==> src/rtl/alu_arbiter.sv <==
`default_nettype none
// ============================================================================
// Module   : alu_arbiter
// Brief    : Two-port arbiter that sequences requests through a shared 8-bit
//            combinational alu with registered alu inputs.
// Revision : 1.0 - initial release
// ============================================================================
module alu_arbiter #(
  parameter int RR_EN = 1,
  parameter int CNT_W = 16
) (
  input  logic             clk,
  input  logic             rst,
  input  logic             req0_valid,
  output logic             req0_ready,
  input  logic [7:0]       req0_a,
  input  logic [7:0]       req0_b,
  input  logic [3:0]       req0_op,
  output logic             rsp0_valid,
  input  logic             rsp0_ready,
  input  logic             req1_valid,
  output logic             req1_ready,
  input  logic [7:0]       req1_a,
  input  logic [7:0]       req1_b,
  input  logic [3:0]       req1_op,
  output logic             rsp1_valid,
  input  logic             rsp1_ready,
  output logic [7:0]       rsp_c,
  output logic             rsp_z,
  output logic             rsp_n,
  output logic [7:0]       alu_a,
  output logic [7:0]       alu_b,
  output logic [3:0]       alu_op,
  input  logic [7:0]       alu_c,
  output logic             busy,
  output logic [CNT_W-1:0] op_count
);

  typedef enum logic [1:0] {
    ST_IDLE = 2'd0,
    ST_EXEC = 2'd1,
    ST_RESP = 2'd2
  } state_t;

  localparam logic [CNT_W-1:0] c_CNT_ONE = {{(CNT_W-1){1'b0}}, 1'b1};

  state_t           r_state;
  state_t           w_state_nxt;
  logic             r_grant;
  logic             r_last_grant;
  logic [7:0]       r_alu_a;
  logic [7:0]       r_alu_b;
  logic [3:0]       r_alu_op;
  logic [7:0]       r_c;
  logic             r_z;
  logic             r_n;
  logic [CNT_W-1:0] r_op_count;

  logic             w_any;
  logic             w_grant;
  logic             w_rsp_hs;

  assign w_any = req0_valid | req1_valid;

  // w_grant is only meaningful while w_any is high
  always_comb begin
    w_grant = 1'b0;
    if (RR_EN != 0) begin
      if (req0_valid && req1_valid) w_grant = ~r_last_grant;
      else                          w_grant = req1_valid;
    end else begin
      w_grant = ~req0_valid;
    end
  end

  assign w_rsp_hs = (r_state == ST_RESP) &&
                    ((!r_grant && rsp0_ready) || (r_grant && rsp1_ready));

  always_ff @(posedge clk) begin
    if (rst) r_state <= ST_IDLE;
    else     r_state <= w_state_nxt;
  end

  always_comb begin
    w_state_nxt = r_state;
    case (r_state)
      ST_IDLE: if (w_any)    w_state_nxt = ST_EXEC;
      ST_EXEC:               w_state_nxt = ST_RESP;
      ST_RESP: if (w_rsp_hs) w_state_nxt = ST_IDLE;
      default:               w_state_nxt = ST_IDLE;
    endcase
  end

  always_ff @(posedge clk) begin
    if (rst) begin
      r_grant      <= 1'b0;
      r_last_grant <= 1'b1;
      r_alu_a      <= 8'h00;
      r_alu_b      <= 8'h00;
      r_alu_op     <= 4'h0;
      r_c          <= 8'h00;
      r_z          <= 1'b0;
      r_n          <= 1'b0;
      r_op_count   <= '0;
    end else begin
      case (r_state)
        ST_IDLE: begin
          if (w_any) begin
            r_grant  <= w_grant;
            r_alu_a  <= w_grant ? req1_a  : req0_a;
            r_alu_b  <= w_grant ? req1_b  : req0_b;
            r_alu_op <= w_grant ? req1_op : req0_op;
          end
        end
        ST_EXEC: begin
          r_c <= alu_c;
          r_z <= (alu_c == 8'h00);
          r_n <= alu_c[7];
        end
        ST_RESP: begin
          if (w_rsp_hs) begin
            r_op_count   <= r_op_count + c_CNT_ONE;
            r_last_grant <= r_grant;
          end
        end
        default: ;
      endcase
    end
  end

  assign req0_ready = (r_state == ST_IDLE) && w_any && !w_grant;
  assign req1_ready = (r_state == ST_IDLE) && w_any &&  w_grant;
  assign rsp0_valid = (r_state == ST_RESP) && !r_grant;
  assign rsp1_valid = (r_state == ST_RESP) &&  r_grant;
  assign rsp_c      = r_c;
  assign rsp_z      = r_z;
  assign rsp_n      = r_n;
  assign alu_a      = r_alu_a;
  assign alu_b      = r_alu_b;
  assign alu_op     = r_alu_op;
  assign busy       = (r_state != ST_IDLE);
  assign op_count   = r_op_count;

endmodule
`default_nettype wire

==> config.mk <==
export PLATFORM = sky130hd
export DESIGN_NAME = alu_arbiter
export DESIGN_NICKNAME = d
export VERILOG_FILES = /design/src/rtl/alu_arbiter.sv
export SDC_FILE = /design/constraint.sdc
export NUM_CORES = 1
export LEC_CHECK = 0
export ABC_AREA = 1
export BUFFER_PORTS_ARGS = -buffer_cell sky130_fd_sc_hd__buf_2
export CELL_PAD_IN_SITES_DETAIL_PLACEMENT = 0
export CELL_PAD_IN_SITES_GLOBAL_PLACEMENT = 2
export CORE_ASPECT_RATIO = 0.8
export CORE_MARGIN = 5
export CORE_UTILIZATION = 25
export CTS_CLUSTER_SIZE = 12
export DETAILED_ROUTE_END_ITERATION = 16
export GPL_TIMING_DRIVEN = 0
export PLACE_DENSITY_LB_ADDON = 0.1
export SYNTH_ARGS = -nofsm -noshare
export SYNTH_HDL_FRONTEND = slang
export SYNTH_SLANG_ARGS = --single-unit
export TNS_END_PERCENT = 30
==> constraint.sdc <==
create_clock -name clk -period 3.6 [get_ports clk]
set_input_delay 0.18 -clock clk [delete_from_list [all_inputs] [get_ports clk]]
set_output_delay 0.18 -clock clk [all_outputs]
set_load 0.05 [all_outputs]
==> flow_summary.toml, run 1 <==
[grt]
grt_usage = 0.1320
grt_max_degree = 15
grt_first_pass_wirelength_mm = 11.43
grt_pass1_vias = 2277
antenna_found_initial = 0
grt-ovfl-total = 0

[critical_path]
path_delay_family = "buffers and inverters"
critPathBufInv = 2
start_kind = "register"
worst_path_max_delay_cell = "dfxtp_1"
critical_path_class = "register to output pin"
worst_setup_path_end_kind = "output pin"
r2r_cells = 8
crit_cells = 5
crit_chain = "nor2_2 > o21ai_2 > a21oi_2 > buf_4 > buf_2"
worstPathRequired_ps = 3420
critPathMaxStageDelay_ps = 360
crit_arrival_ps = 1550
cp_max_fo = 10

[yosys]
syn-mean-instance-area_um2 = 6.897
yosys_warnings = 0
syn-num-nets = 377
yosysTopAreaCell = "dfxtp_1"
syn_inst = 322
yosysUniqueCellTypes = 28
synth_ff_type = "dfxtp_1"
synthesis.area_um2 = 2221
async_flop_share = 0
synth_seq_area_share = 0.4417
synth_edf_count = 0
ys_ff_latch = 49
synth_top_cell_area_share = 0.4417
yosys-top-cells-area = "dfxtp_1, nand2_1, nor2_1, a31oi_1, inv_1"

[route]
wl_per_cell_um = 12.94
drc = 0
routed.top_layer = "met4"
drt-initial-drc-count = 137
wl_met3_um = 651
m1WireLength_mm = 3.529
route.vias.total = 2363
ant_nets = 0
finalWirelength_mm = 7.040
wl_met2_mm = 2.823
firstDrtPassIters = 4
vias_per_cell = 4.344

[timing]
hold_ws_ps = 127.9
rsz0062_at_grt = "no"
maxSlewHeadroom = 0.6136
fin_tns_setup_ps = 0
fin_crit_ps = 1728
tightest_slew_ps = 579.7
fin_skew_ps = 6.503
clock.fmax_mhz = 578.8
final-setup-viol-count = 0
drv_slew = 0
finalCritPeriodShare = 0.4799
finalHoldViolCount = 0

[layout]
final-seq-area_um2 = 980.9
area_growth_pct = 33.58
fillers = 973
multi_input_area_um2 = 1061
drive_above_1_share = 0.3009
final_util = 0.3466
antennaDiodeCount = 0
final_cells = 544
final_nets = 487

[run]
drv_cap = 0

[clocking]
cts_resized = 0
clock-sinks = 49
path_clk_slew_ps = 100
cts_hold_buf = 0
clock_path_buffers = 2
cts_tree = "yes"
cts_buffers = 5
cts_root_buf = "clkbuf_8"
cts_setup_buffers = 0
clk_latency_ps = 300
htree_levels = 2

[place]
dpl.hpwl_mm = 5.574
dp_cells = 537
finalWeightedCongestion = 0.7101
portBuffers = 103

[status]
outcome = "complete, no violations"

[power_and_ir_drop]
power.density_nw_per_um2 = 431.4
peakVddDrop_uv = 183.6
power_mw = 1.280
p_leak_nw = 1.437

[die]
start_util = 0.2595
core_um2 = 8558
die_h_um = 94.30
die_x_um = 115.4
num_rows = 30
dieArea_um2 = 10880
io_pins = 105

[hold_path]
hold_path_class = "primary input to register"
hold_depth = 3
==> cell families (layout without fill, tap and decap cells) <==
family,count (synthesis),after routing,synth area share
fa+ha+maj,1,1,0.005633
buf+inv,42,152,0.08057
flops,49,49,0.4417
simple gates,184,184,0.3499
compound gates,45,45,0.1183
xor+xnor,1,1,0.003944
==> worst paths after layout <==
path | startpoint | end | slack [ps]
max | r_state[0] | req0_ready | 1870
max reg2reg | op_count[1] | op_count[8] | 2070
min | alu_c[3] | rsp_c[3] | 130
min reg2reg | rsp_c[4] | rsp_c[4] | 480
==> flip-flops by register name, indices dropped and copies added (netlist names) <==
| name | cells |
|---|---|
| op_count | 16 |
| alu_a | 8 |
| alu_b | 8 |
| rsp_c | 8 |
| alu_op | 4 |
| r_state | 2 |
| r_grant | 1 |
| r_last_grant | 1 |
| rsp_z | 1 |
==> power by group <==
group | switching, mW | internal [mW] | leakage [nW] | total, mW
registers | 0.0197 | 0.578 | 0.401 | 0.598
logic | 0.247 | 0.0908 | 0.993 | 0.337
clock network | 0.192 | 0.153 | 0.0433 | 0.345
==> stage by stage <==
step	instance area [um^2]	worst slack (ps)
4_1_cts	2967	1816
3_3_place_gp	2877	2072
5_1_grt	2967	1714
2_1_floorplan	2221	1913
6_report	2967	1872
3_5_place_dp	2877	2069
==> cell usage after synthesis (all sizes together) (2+ instances only) <==
library cell	instances
nand2	110
nor2	53
dfxtp	49
inv	29
a31oi	20
nand3	13
o21ai	13
a21oi	10
buf	8
clkbuf	5
nand4	4
nor3	2
==> placed cells by master (no fill, tap or decap), types with 2 or more instances in the layout <==
cell type	Yosys	routed
a21oi_1	9	9
a31oi_1	20	20
buf_2	2	105
buf_4	5	5
clkbuf_1	5	5
clkbuf_8	0	6
dfxtp_1	49	49
inv_1	27	27
inv_2	2	2
nand2_1	108	108
nand3_1	13	13
nand4_1	4	4
nor2_1	46	46
nor2_2	2	2
nor2_4	5	5
nor3_1	2	2
o21ai_0	11	11
==> layout make-up <==
type                       instances  area share
timing repair buffer             103      0.1738
buffer                            13     0.02362
multi-input combinational        231      0.3577
inverter                          29     0.03669
tap                              112     0.04724
clock inverter                     1    0.002531
sequential                        49      0.3307
clock buffer                       6     0.02784
==> worst reg2reg max path: stages, from the launching register on <==
cell     delay [ps]
dfxtp_1         390
ha_1            190
inv_1            60
nor2_2          150
nand2_1         160
nor2_4          210
nand2_1         100
o21ai_1         130
nor2_1           50
==> layer usage <==
| metal | vias to the layer above | global-route usage |
|---|---|---|
| li1 | 1240 | - |
| met1 | 1048 | 0.1862 |
| met2 | 73 | 0.1922 |
| met3 | 2 | 0.04701 |
| met4 | 0 | 0.02933 |
| met5 | - | 0 |
(Power assumes the default switching activity.)
==> run 2, diff against run 1 <==
Settings changed: CORE_UTILIZATION 25 to 21.
Clock period 3.6 ns to 1.4 ns, I/O delays scaled along.
==> run 2 against run 1 <==
Effect of this change: die area is 17% higher; clock skew shrank 2.1 ps; sequential share of layout area fell by 2.6 points; critical path depth is the same; first-iteration DRC count decreased by 30%; register-to-register slack got worse by 2000 ps; via count rose by 1.9%; largest cell class unchanged; worst hold slack got worse by 120 ps; clock-buffer cell count unchanged.
==> flow_summary.toml, run 2 (synthesis gave the netlist of run 1 again) <==
[grt]
antenna_found_initial = 0
grt_pass1_vias = 2322
grt_usage = 0.1205
grt_max_degree = 16
grt_first_pass_wirelength_mm = 12.24
grt-ovfl-total = 0

[clocking]
path_clk_slew_ps = 70
clock_path_buffers = 2
clk_latency_ps = 300
htree_levels = 2
cts_root_buf = "clkbuf_16"
cts_tree = "yes"
clock-sinks = 49
cts_buffers = 5

[critical_path]
start_kind = "register"
worst_setup_path_end_kind = "output pin"
crit_arrival_ps = 1310
critPathMaxStageDelay_ps = 350
cp_max_fo = 3
rr_startpoint = "r_state[1]"
worst_path_max_delay_cell = "dfxtp_2"
worstPathRequired_ps = 1330
r2r_cells = 7
r2r_slack_ps = 50
critical_path_class = "register to output pin"
reg2reg_to = "op_count[2]"
crit_chain = "nor2_4 > o21ai_2 > a21oi_2 > buf_6 > buf_8"

[power_and_ir_drop]
seq_power_share = 0.412
intPower_mw = 2.444
p_leak_nw = 1.563
power_switching_mw = 1.290
power.density_nw_per_um2 = 1137
peakVddDrop_uv = 340.2
sw_frac_of_total = 0.3455
combPwrFrac = 0.256
clkPwrFrac = 0.332
power_mw = 3.734

[timing]
tightest_slew_ps = 565.0
drv_slew = 0
fin_skew_ps = 4.381
rsz0062_at_grt = "yes"
clock.fmax_mhz = 723.7
final-setup-viol-count = 0
fin_crit_ps = 1382
finalHoldViolCount = 0
fin_ws_ps = 18.29
maxSlewHeadroom = 0.6234
finalCritPeriodShare = 0.9869

[route]
drt-initial-drc-count = 96
wl_per_cell_um = 13.24
ant_nets = 0
vias_per_cell = 4.095
firstDrtPassIters = 6
drc = 0
route.vias.total = 2408
finalWirelength_mm = 7.786

[layout]
final_nets = 502
final_cells = 588
fin_area_um2 = 3283
final_common_cell = "nand2_1"
antennaDiodeCount = 0
area_growth_pct = 47.83
most-common-layout-cells = "nand2_1, buf_2, nor2_1, dfxtp_1, inv_1"
drive_above_1_share = 0.3728
final_util = 0.3193
largest_reg_flops = 16

[die]
die_h_um = 102.0
io_pins = 105
die_x_um = 125.0
start_util = 0.2160
core_um2 = 10280
dieArea_um2 = 12750
num_rows = 33

[hold_path]
min_delay_worst_endpoint = "rsp_c[3]"
worstHoldStart = "alu_c[3]"
hold_path_class = "primary input to register"
hold_depth = 3

[place]
dp_slack_ps = -44.52
dpl.hpwl_mm = 5.685
portBuffers = 103
place_area_um2 = 2925
finalWeightedCongestion = 0.7107
dp_cells = 565

[run]
drv_cap = 0

[status]
outcome = "complete, no violations"
-- run 2: worst max path at each step --
stage | to | start | depth (start not counted)
after global placement | op_count[8] | op_count[1] | 8
final | req0_ready | r_state[0] | 5
after CTS | req0_ready | r_state[0] | 5
after detailed placement | op_count[8] | op_count[1] | 8
after global routing | req0_ready | r_state[0] | 5
after floorplan | alu_a[2] | r_state[0] | 6
-- run 2: worst max-delay path: cells and delay by family (launching register included) --
kind | cells | cell delay (ps)
flops | 1 | 350
buf+inv | 2 | 280
compound gates | 2 | 250
simple gates | 1 | 130
-- run 2: layout make-up --
class | count | area [um^2]
fill | 1157 | 6998
multi-input combinational | 231 | 1112
sequential | 49 | 1001
timing repair buffer | 118 | 656.9
tap | 140 | 175.2
clock buffer | 6 | 128.9
inverter | 29 | 108.9
buffer | 13 | 85.08
clock inverter | 2 | 15.01
-- run 2: per-stage QoR --
step	hold WS (ps)	setup TNS, ps
after floorplan	216.5	-51.69
after global placement	327.4	-110.4
after detailed placement	318.4	-73.51
after CTS	0.5474	0
after global routing	27.30	-107.9
final	11.83	0
-- run 2: what timing repair did --
| action | in CTS | in global routing |
|---|---|---|
| setup buffers | 8 | 7 |
| pin swaps | 3 | 9 |
| resized for setup | 11 | 23 |
| endpoints found under the setup margin | 7 | 32 |
| hold buffers | 0 | 0 |
-- run 2: routing by layer --
metal	GRT usage	vias to the layer above	routed length [um]
li1	-	1284	-
met1	0.1627	1052	3912
met2	0.1892	62	3343
met3	0.03605	10	452
met4	0.03250	0	78
met5	0	-	0
-- run 2: power groups by stage --
stage          sequential [mW]  clock (mW)  combinational, mW
2_1_floorplan             1.86           0              0.328
3_3_place_gp              1.57           0              0.892
3_5_place_dp              1.57           0              0.891
4_1_cts                   1.53        1.30              0.947
5_1_grt                   1.55        1.34               1.03
6_report                  1.54        1.24              0.954
